**config.mk**
```make
export PLATFORM = sky130hd
export DESIGN_NAME = alu_cmd_sequencer
export DESIGN_NICKNAME = d
export VERILOG_FILES = /design/src/rtl/alu_seq_pkg.sv /design/src/rtl/alu_cmd_fifo.sv /design/src/rtl/alu_cmd_sequencer.sv
export SDC_FILE = /design/constraint.sdc
export NUM_CORES = 1
export LEC_CHECK = 0
export CAP_MARGIN = 20
export CORE_AREA = 2 2 67 69
export DETAILED_ROUTE_END_ITERATION = 8
export DIE_AREA = 0 0 69 71
export GPL_TIMING_DRIVEN = 0
export PLACE_DENSITY_LB_ADDON = 0.05
export RECOVER_POWER = 25
export SLEW_MARGIN = 20
export SYNTH_ARGS = -nofsm -noshare
export SYNTH_HDL_FRONTEND = slang
export SYNTH_SLANG_ARGS = --single-unit
```
**constraint.sdc**
```tcl
create_clock -name clk -period 3.5 [get_ports clk]
set_clock_uncertainty 0.1 [all_clocks]
set_input_delay 0.35 -clock clk [delete_from_list [all_inputs] [get_ports clk]]
set_output_delay 0.35 -clock clk [all_outputs]
set_load 0.02 [all_outputs]
```
**src/rtl/alu_seq_pkg.sv**
```systemverilog
// alu_seq_pkg: shared FSM state type and command/result field layout for the ALU command sequencer
package alu_seq_pkg;
  typedef enum logic [1:0] {IDLE, WAIT, HOLD} state_e;
  localparam int CMD_W   = 8;
  localparam int A_LSB   = 0;
  localparam int B_LSB   = 3;
  localparam int SEL_LSB = 6;
  localparam int OPND_W  = 3;
  localparam int SEL_W   = 2;
  localparam int RES_W   = 6;
endpackage

```
**src/rtl/alu_cmd_fifo.sv**
```systemverilog
// alu_cmd_fifo: DEPTH x W synchronous FIFO; full/empty come from the registered count only
module alu_cmd_fifo #(
  parameter int DEPTH = 4,
  parameter int W     = 8
) (
  input  logic         clk,
  input  logic         rst_n,
  input  logic         i_push,
  input  logic [W-1:0] i_din,
  input  logic         i_pop,
  output logic [W-1:0] o_dout,
  output logic         o_full,
  output logic         o_empty
);
  localparam int AW = $clog2(DEPTH);
  logic [W-1:0] r_mem [DEPTH];
  logic [AW-1:0] r_wr, r_rd;
  logic [AW:0] r_count;
  logic w_push, w_pop;
  assign o_full  = r_count == (AW+1)'(DEPTH);
  assign o_empty = r_count == '0;
  assign o_dout  = r_mem[r_rd];
  assign w_push  = i_push & ~o_full;
  assign w_pop   = i_pop & ~o_empty;
  // storage array, written on an accepted push
  always_ff @(posedge clk) begin
    if (w_push) r_mem[r_wr] <= i_din;
  end
  // pointers wrap naturally; count holds still on a simultaneous push and pop
  always_ff @(posedge clk or negedge rst_n) begin
    if (!rst_n) begin
      r_wr    <= '0;
      r_rd    <= '0;
      r_count <= '0;
    end else begin
      if (w_push) r_wr <= r_wr + AW'(1);
      if (w_pop) r_rd <= r_rd + AW'(1);
      r_count <= (w_push && !w_pop) ? r_count + (AW+1)'(1) :
                 (w_pop && !w_push) ? r_count - (AW+1)'(1) : r_count;
    end
  end
endmodule

```
**src/rtl/alu_cmd_sequencer.sv**
```systemverilog
// alu_cmd_sequencer: queues ALU commands, issues one at a time, waits ALU_LAT and returns results (optional op_count via ALU_OPCNT_EN)
module alu_cmd_sequencer
  import alu_seq_pkg::*;
#(
  parameter int DEPTH   = 4,
  parameter int ALU_LAT = 0
) (
  input  logic              clk,
  input  logic              rst_n,
  input  logic              cmd_valid,
  output logic              cmd_ready,
  input  logic [CMD_W-1:0]  cmd_data,
  output logic [OPND_W-1:0] alu_a,
  output logic [OPND_W-1:0] alu_b,
  output logic [SEL_W-1:0]  alu_sel,
  input  logic [RES_W-1:0]  alu_result,
  output logic              res_valid,
  input  logic              res_ready,
  output logic [RES_W-1:0]  res_data,
  output logic              busy
`ifdef ALU_OPCNT_EN
  ,
  output logic [7:0]        op_count
`endif
);
  localparam int CW = $clog2(ALU_LAT + 2);
  state_e r_state, w_next;
  logic [CMD_W-1:0] w_head;
  logic w_full, w_empty, w_pop, w_cap, w_done;
  logic [CW-1:0] r_cnt;
  logic [OPND_W-1:0] r_a, r_b;
  logic [SEL_W-1:0] r_sel;
  logic [RES_W-1:0] r_res;

  alu_cmd_fifo #(.DEPTH(DEPTH), .W(CMD_W)) u_fifo (
    .clk     (clk),
    .rst_n   (rst_n),
    .i_push  (cmd_valid),
    .i_din   (cmd_data),
    .i_pop   (w_pop),
    .o_dout  (w_head),
    .o_full  (w_full),
    .o_empty (w_empty)
  );

  assign cmd_ready = ~w_full;
  assign alu_a     = r_a;
  assign alu_b     = r_b;
  assign alu_sel   = r_sel;
  assign res_data  = r_res;
  assign res_valid = r_state == HOLD;
  assign busy      = ~w_empty | (r_state != IDLE);

  // state register
  always_ff @(posedge clk or negedge rst_n) begin
    if (!rst_n) r_state <= IDLE;
    else r_state <= w_next;
  end

  // next state plus the issue/capture/complete strobes for the datapath
  always_comb begin
    w_next = r_state;
    w_pop  = 1'b0;
    w_cap  = 1'b0;
    w_done = 1'b0;
    case (r_state)
      IDLE: if (!w_empty) begin
        w_pop  = 1'b1;
        w_next = WAIT;
      end
      WAIT: if (r_cnt == '0) begin
        w_cap  = 1'b1;
        w_next = HOLD;
      end
      HOLD: if (res_ready) begin
        w_done = 1'b1;
        w_next = IDLE;
      end
      default: w_next = IDLE;
    endcase
  end

  // operand registers hold from issue onward; wait counter counts down the ALU latency; result captured once
  always_ff @(posedge clk or negedge rst_n) begin
    if (!rst_n) begin
      r_a   <= '0;
      r_b   <= '0;
      r_sel <= '0;
      r_cnt <= '0;
      r_res <= '0;
    end else begin
      if (w_pop) begin
        r_a   <= w_head[A_LSB +: OPND_W];
        r_b   <= w_head[B_LSB +: OPND_W];
        r_sel <= w_head[SEL_LSB +: SEL_W];
        r_cnt <= CW'(ALU_LAT);
      end else if (r_state == WAIT && r_cnt != '0) begin
        r_cnt <= r_cnt - CW'(1);
      end
      if (w_cap) r_res <= alu_result;
    end
  end

`ifdef ALU_OPCNT_EN
  logic [7:0] r_ops;
  assign op_count = r_ops;
  // completed-op counter, wraps 255 -> 0
  always_ff @(posedge clk or negedge rst_n) begin
    if (!rst_n) r_ops <= '0;
    else if (w_done) r_ops <= r_ops + 8'd1;
  end
`endif
endmodule

```
==> reports/results.md <==
| Metric | This run | Unit |
|:---|:---|:---|
| Number of antenna violations at the first check in global routing | 0 | - |
| Unrepaired setup endpoints after global routing | false | - |
| Number of placement rows | 24 | - |
| N_diodes | 0 | - |
| Initial Util | 0.531 | - |
| Max-cap violation count | 0 | - |
| CP max FO | 4 | - |
| Detailed-route vias per instance | 5.22 | - |
| Class of the most critical hold timing path | reg2reg | - |
| Count of buffers inserted at the top-level ports | 34 | - |
| Synthesized flop and latch total | 56 | - |
| Outcome | finished clean | - |
| Footprint of the multi-input gates | 622 | µm² |
| Die span in x | 69 | µm |
| Final hold slack | 414 | ps |
| Count of final setup violators | 0 | - |
| Worst slew margin relative to its limit | 0.625 | - |
| Clock sink total | 56 | - |
| Final estimated routing congestion in global placement | 0.711 | - |
| Final routed DRC violation total | 0 | - |
| Leakage power | 0.00104 | µW |
| Clock tree from TritonCTS | yes | - |
| Final Instance Area | 0.00276 | mm² |
| Maximum cell stage delay along the critical path | 540 | ps |
| Share of the yosys chip area belonging to registers | 0.700 | - |
| Distinct cell type count after synthesis | 27 | - |
| Average cell area after synthesis | 18.8 | µm² |
| Fraction of final layout cells sized beyond drive strength 1 | 0.241 | - |
| Post-cts resize count | 0 | - |
| R2R depth | 9 | - |
| Count of antenna-violating nets left after detailed routing | 0 | - |
| Average routed wire per standard cell | 16.4 | µm |
| Worst path cell trace | or3_4 -> or3_1 -> clkdlybuf4s50_1 | - |
| Largest net degree at the start of global routing | 25 | - |
| Arrival time of data at the critical path endpoint | 2060 | ps |
| Highest achievable clock rate | 0.398 | GHz |
| Startpoint types | flip-flop | - |
| Worst voltage drop across the vdd grid | 0.520 | mV |
| Number of synthesis warnings | 0 | - |
| Half-perimeter wire length after placement | 2.54 | mm |
| Net count of the mapped netlist | 143 | - |
| Gate count after technology mapping | 119 | - |
| Final slew viol count | 0 | - |
| Vias post-DR | 1117 | - |
| Fin crit share | 0.717 | - |
| Overall routing resource usage | 0.163 | - |
| Number of DRC markers after the initial detailed-route iteration | 44 | - |
| Post-synth top area share | 0.430 | - |
| Reg area | 0.00156 | mm² |
| Number of enable-type register cells in the synthesized netlist | 32 | - |
| Layout filler cell count | 297 | - |
| Overall power after layout | 2510 | µW |
| Post-layout net count | 185 | - |
| Final routed wirelength across all metal layers | 3.51 | mm |
| Vertical die dimension | 71 | µm |
| Biggest area contributors in the synthesized netlist | sky130_fd_sc_hd__edfxtp_1 43%, sky130_fd_sc_hd__dfrtp_1 27%, sky130_fd_sc_hd__mux4_2 8.1% | - |
| Critical path class | reg2out | - |
| CP max-delay cell | sky130_fd_sc_hd__clkdlybuf4s50_1 | - |
| Count of final hold-check violations | 0 | - |
| Kind of cell with the highest combined delay on the critical path | simple AND/OR/NAND/NOR gates | - |
| Setup slack, reg-to-reg | 1150 | ps |
| Critical Path Sink Type | output port | - |
| Wire length of the first global-routing pass | 5.88 | mm |
| CTS H-Tree Depth | 2 | - |
| Pwr dens | 910 | mW/mm² |
| Data required time of the critical path | 3050 | ps |
| Congestion Overflow GR | 0 | - |
| Total placed instance area | 0.00264 | mm² |
| Clock Latency Late Sink | 310 | ps |
| Number of placed I/O pins | 35 | - |
| Top FF cell, synth | sky130_fd_sc_hd__edfxtp_1 | - |
| Clk Tree Root Cell | sky130_fd_sc_hd__clkbuf_8 | - |
| Number of buffers and inverters on the critical path | 1 | - |
| Total die area | 0.00490 | mm² |
| DRT Pass-1 Iters | 5 | - |
| Minimum clock period after layout | 2510 | ps |
| Core area | 0.00420 | mm² |
| CTS clk-pin slew, worst paths | 90 | ps |
| Post-synthesis instance area | 0.00223 | mm² |
| Worst-case clock buffer depth | 2 | - |
| Async set-reset flop share out of synthesis | 0.429 | - |
| Clock buffers created by TritonCTS | 5 | - |
| Critical path depth | 3 | - |
| Worst Tran Pin Value | 563 | ps |
| Library cell with the largest summed area after synthesis | sky130_fd_sc_hd__edfxtp_1 | - |
| Dominant cell by count in the synthesized netlist | sky130_fd_sc_hd__edfxtp_1 | - |
| Hold Path Stages | 1 | - |
| Number of global-route vias before repair | 1261 | - |
| Most instantiated cells after synthesis | 32 x sky130_fd_sc_hd__edfxtp_1, 24 x sky130_fd_sc_hd__dfrtp_1, 15 x sky130_fd_sc_hd__mux2_2 | - |
| Area growth from synthesis to layout | 23.5 | % |
| TNS Setup | 0 | ps |
metrics by stage:
stage / utilization / std cells / setup slack [ps]
floorplan: - / 119 / 1320
detailed placement: 0.627 / 205 / 1120
CTS: 0.655 / 213 / 957
global placement: 0.627 / 205 / 1160
finish: 0.656 / 214 / 990
global route: 0.656 / 214 / 922
what timing repair did:
item	in CTS	in global routing
hold endpoints to repair	0	24
hold buffers	0	1
buffers inserted	0	0
cells by family after synthesis:
group | Yosys count | synth area share
compound gates | 3 | 0.0106
xor+xnor | 6 | 0.0235
fa+ha+maj | 6 | 0.0370
buf+inv | 8 | 0.0219
flops | 56 | 0.700
mux | 24 | 0.163
simple gates | 16 | 0.0443
final timing paths:
check	startpoint	to
max	u_fifo.r_count[0]$_DFFE_PN0P_	busy
min	alu_a[1]$_DFFE_PN0P_	alu_a[1]$_DFFE_PN0P_
max reg2reg	u_fifo.r_count[0]$_DFFE_PN0P_	u_fifo.r_count[2]$_DFFE_PN0P_
min reg2reg	alu_a[1]$_DFFE_PN0P_	alu_a[1]$_DFFE_PN0P_
max in group asynchronous	rst_n	alu_b[2]$_DFFE_PN0P_
min in group asynchronous	rst_n	u_fifo.r_rd[1]$_DFFE_PN0P_
cell usage in the layout (no fill, tap or decap), types with 2 or more instances in the layout:
cell type / netlist / routed
sky130_fd_sc_hd__clkbuf_8: 0 / 5
sky130_fd_sc_hd__and2_1: 4 / 4
sky130_fd_sc_hd__nor2_1: 3 / 3
sky130_fd_sc_hd__dfrtp_1: 24 / 24
sky130_fd_sc_hd__xnor2_1: 4 / 4
sky130_fd_sc_hd__clkdlybuf4s50_1: 0 / 25
sky130_fd_sc_hd__dlygate4sd3_1: 0 / 9
sky130_fd_sc_hd__edfxtp_1: 32 / 32
sky130_fd_sc_hd__mux2_2: 15 / 15
sky130_fd_sc_hd__mux4_2: 8 / 8
sky130_fd_sc_hd__ha_1: 5 / 5
sky130_fd_sc_hd__xor2_1: 2 / 2
sky130_fd_sc_hd__inv_1: 5 / 5
layer usage:
metal / vias to the layer above / global-route usage / share of wire
met3: 4 / 0.0499 / 0.042
met4: 0 / 0.0523 / 0.0074
li1: 521 / - / -
met5: - / 0 / 0
met1: 567 / 0.171 / 0.39
met2: 25 / 0.312 / 0.56
power by group:
part / switching (µW) / total (µW) / internal, µW
Combinational: 491 / 1060 / 565
Sequential: 106 / 1030 / 927
Clock: 206 / 422 / 216
worst register-to-register path: stages, from the launching register on:
cell and delay, ps:
sky130_fd_sc_hd__dfrtp_1 450, sky130_fd_sc_hd__or3_4 450, sky130_fd_sc_hd__nand2_4 110, sky130_fd_sc_hd__buf_8 140, sky130_fd_sc_hd__ha_1 180, sky130_fd_sc_hd__inv_1 60
sky130_fd_sc_hd__fa_1 370, sky130_fd_sc_hd__xor2_1 150, sky130_fd_sc_hd__nor2_1 120, sky130_fd_sc_hd__xor2_1 160
area by class of cell:
cell class | instances | share of cell area
multi-input combinational | 55 | 0.225
timing repair buffer | 35 | 0.125
clock inverter | 3 | 0.0168
tap | 52 | 0.0236
inverter | 5 | 0.00681
sequential | 56 | 0.566
clock buffer | 5 | 0.0250
buffer | 3 | 0.0109
sequential cells by signal, indices dropped and copies added, names as in the netlist:
| name | cells |
|---|---|
| alu_a | 3 |
| alu_b | 3 |
| alu_sel | 2 |
| r_cnt | 1 |
| r_state | 2 |
| res_data | 6 |
| u_fifo.r_count | 3 |
| u_fifo.r_mem | 32 |
| u_fifo.r_rd | 2 |
| u_fifo.r_wr | 2 |
(Power assumes the default switching activity.)
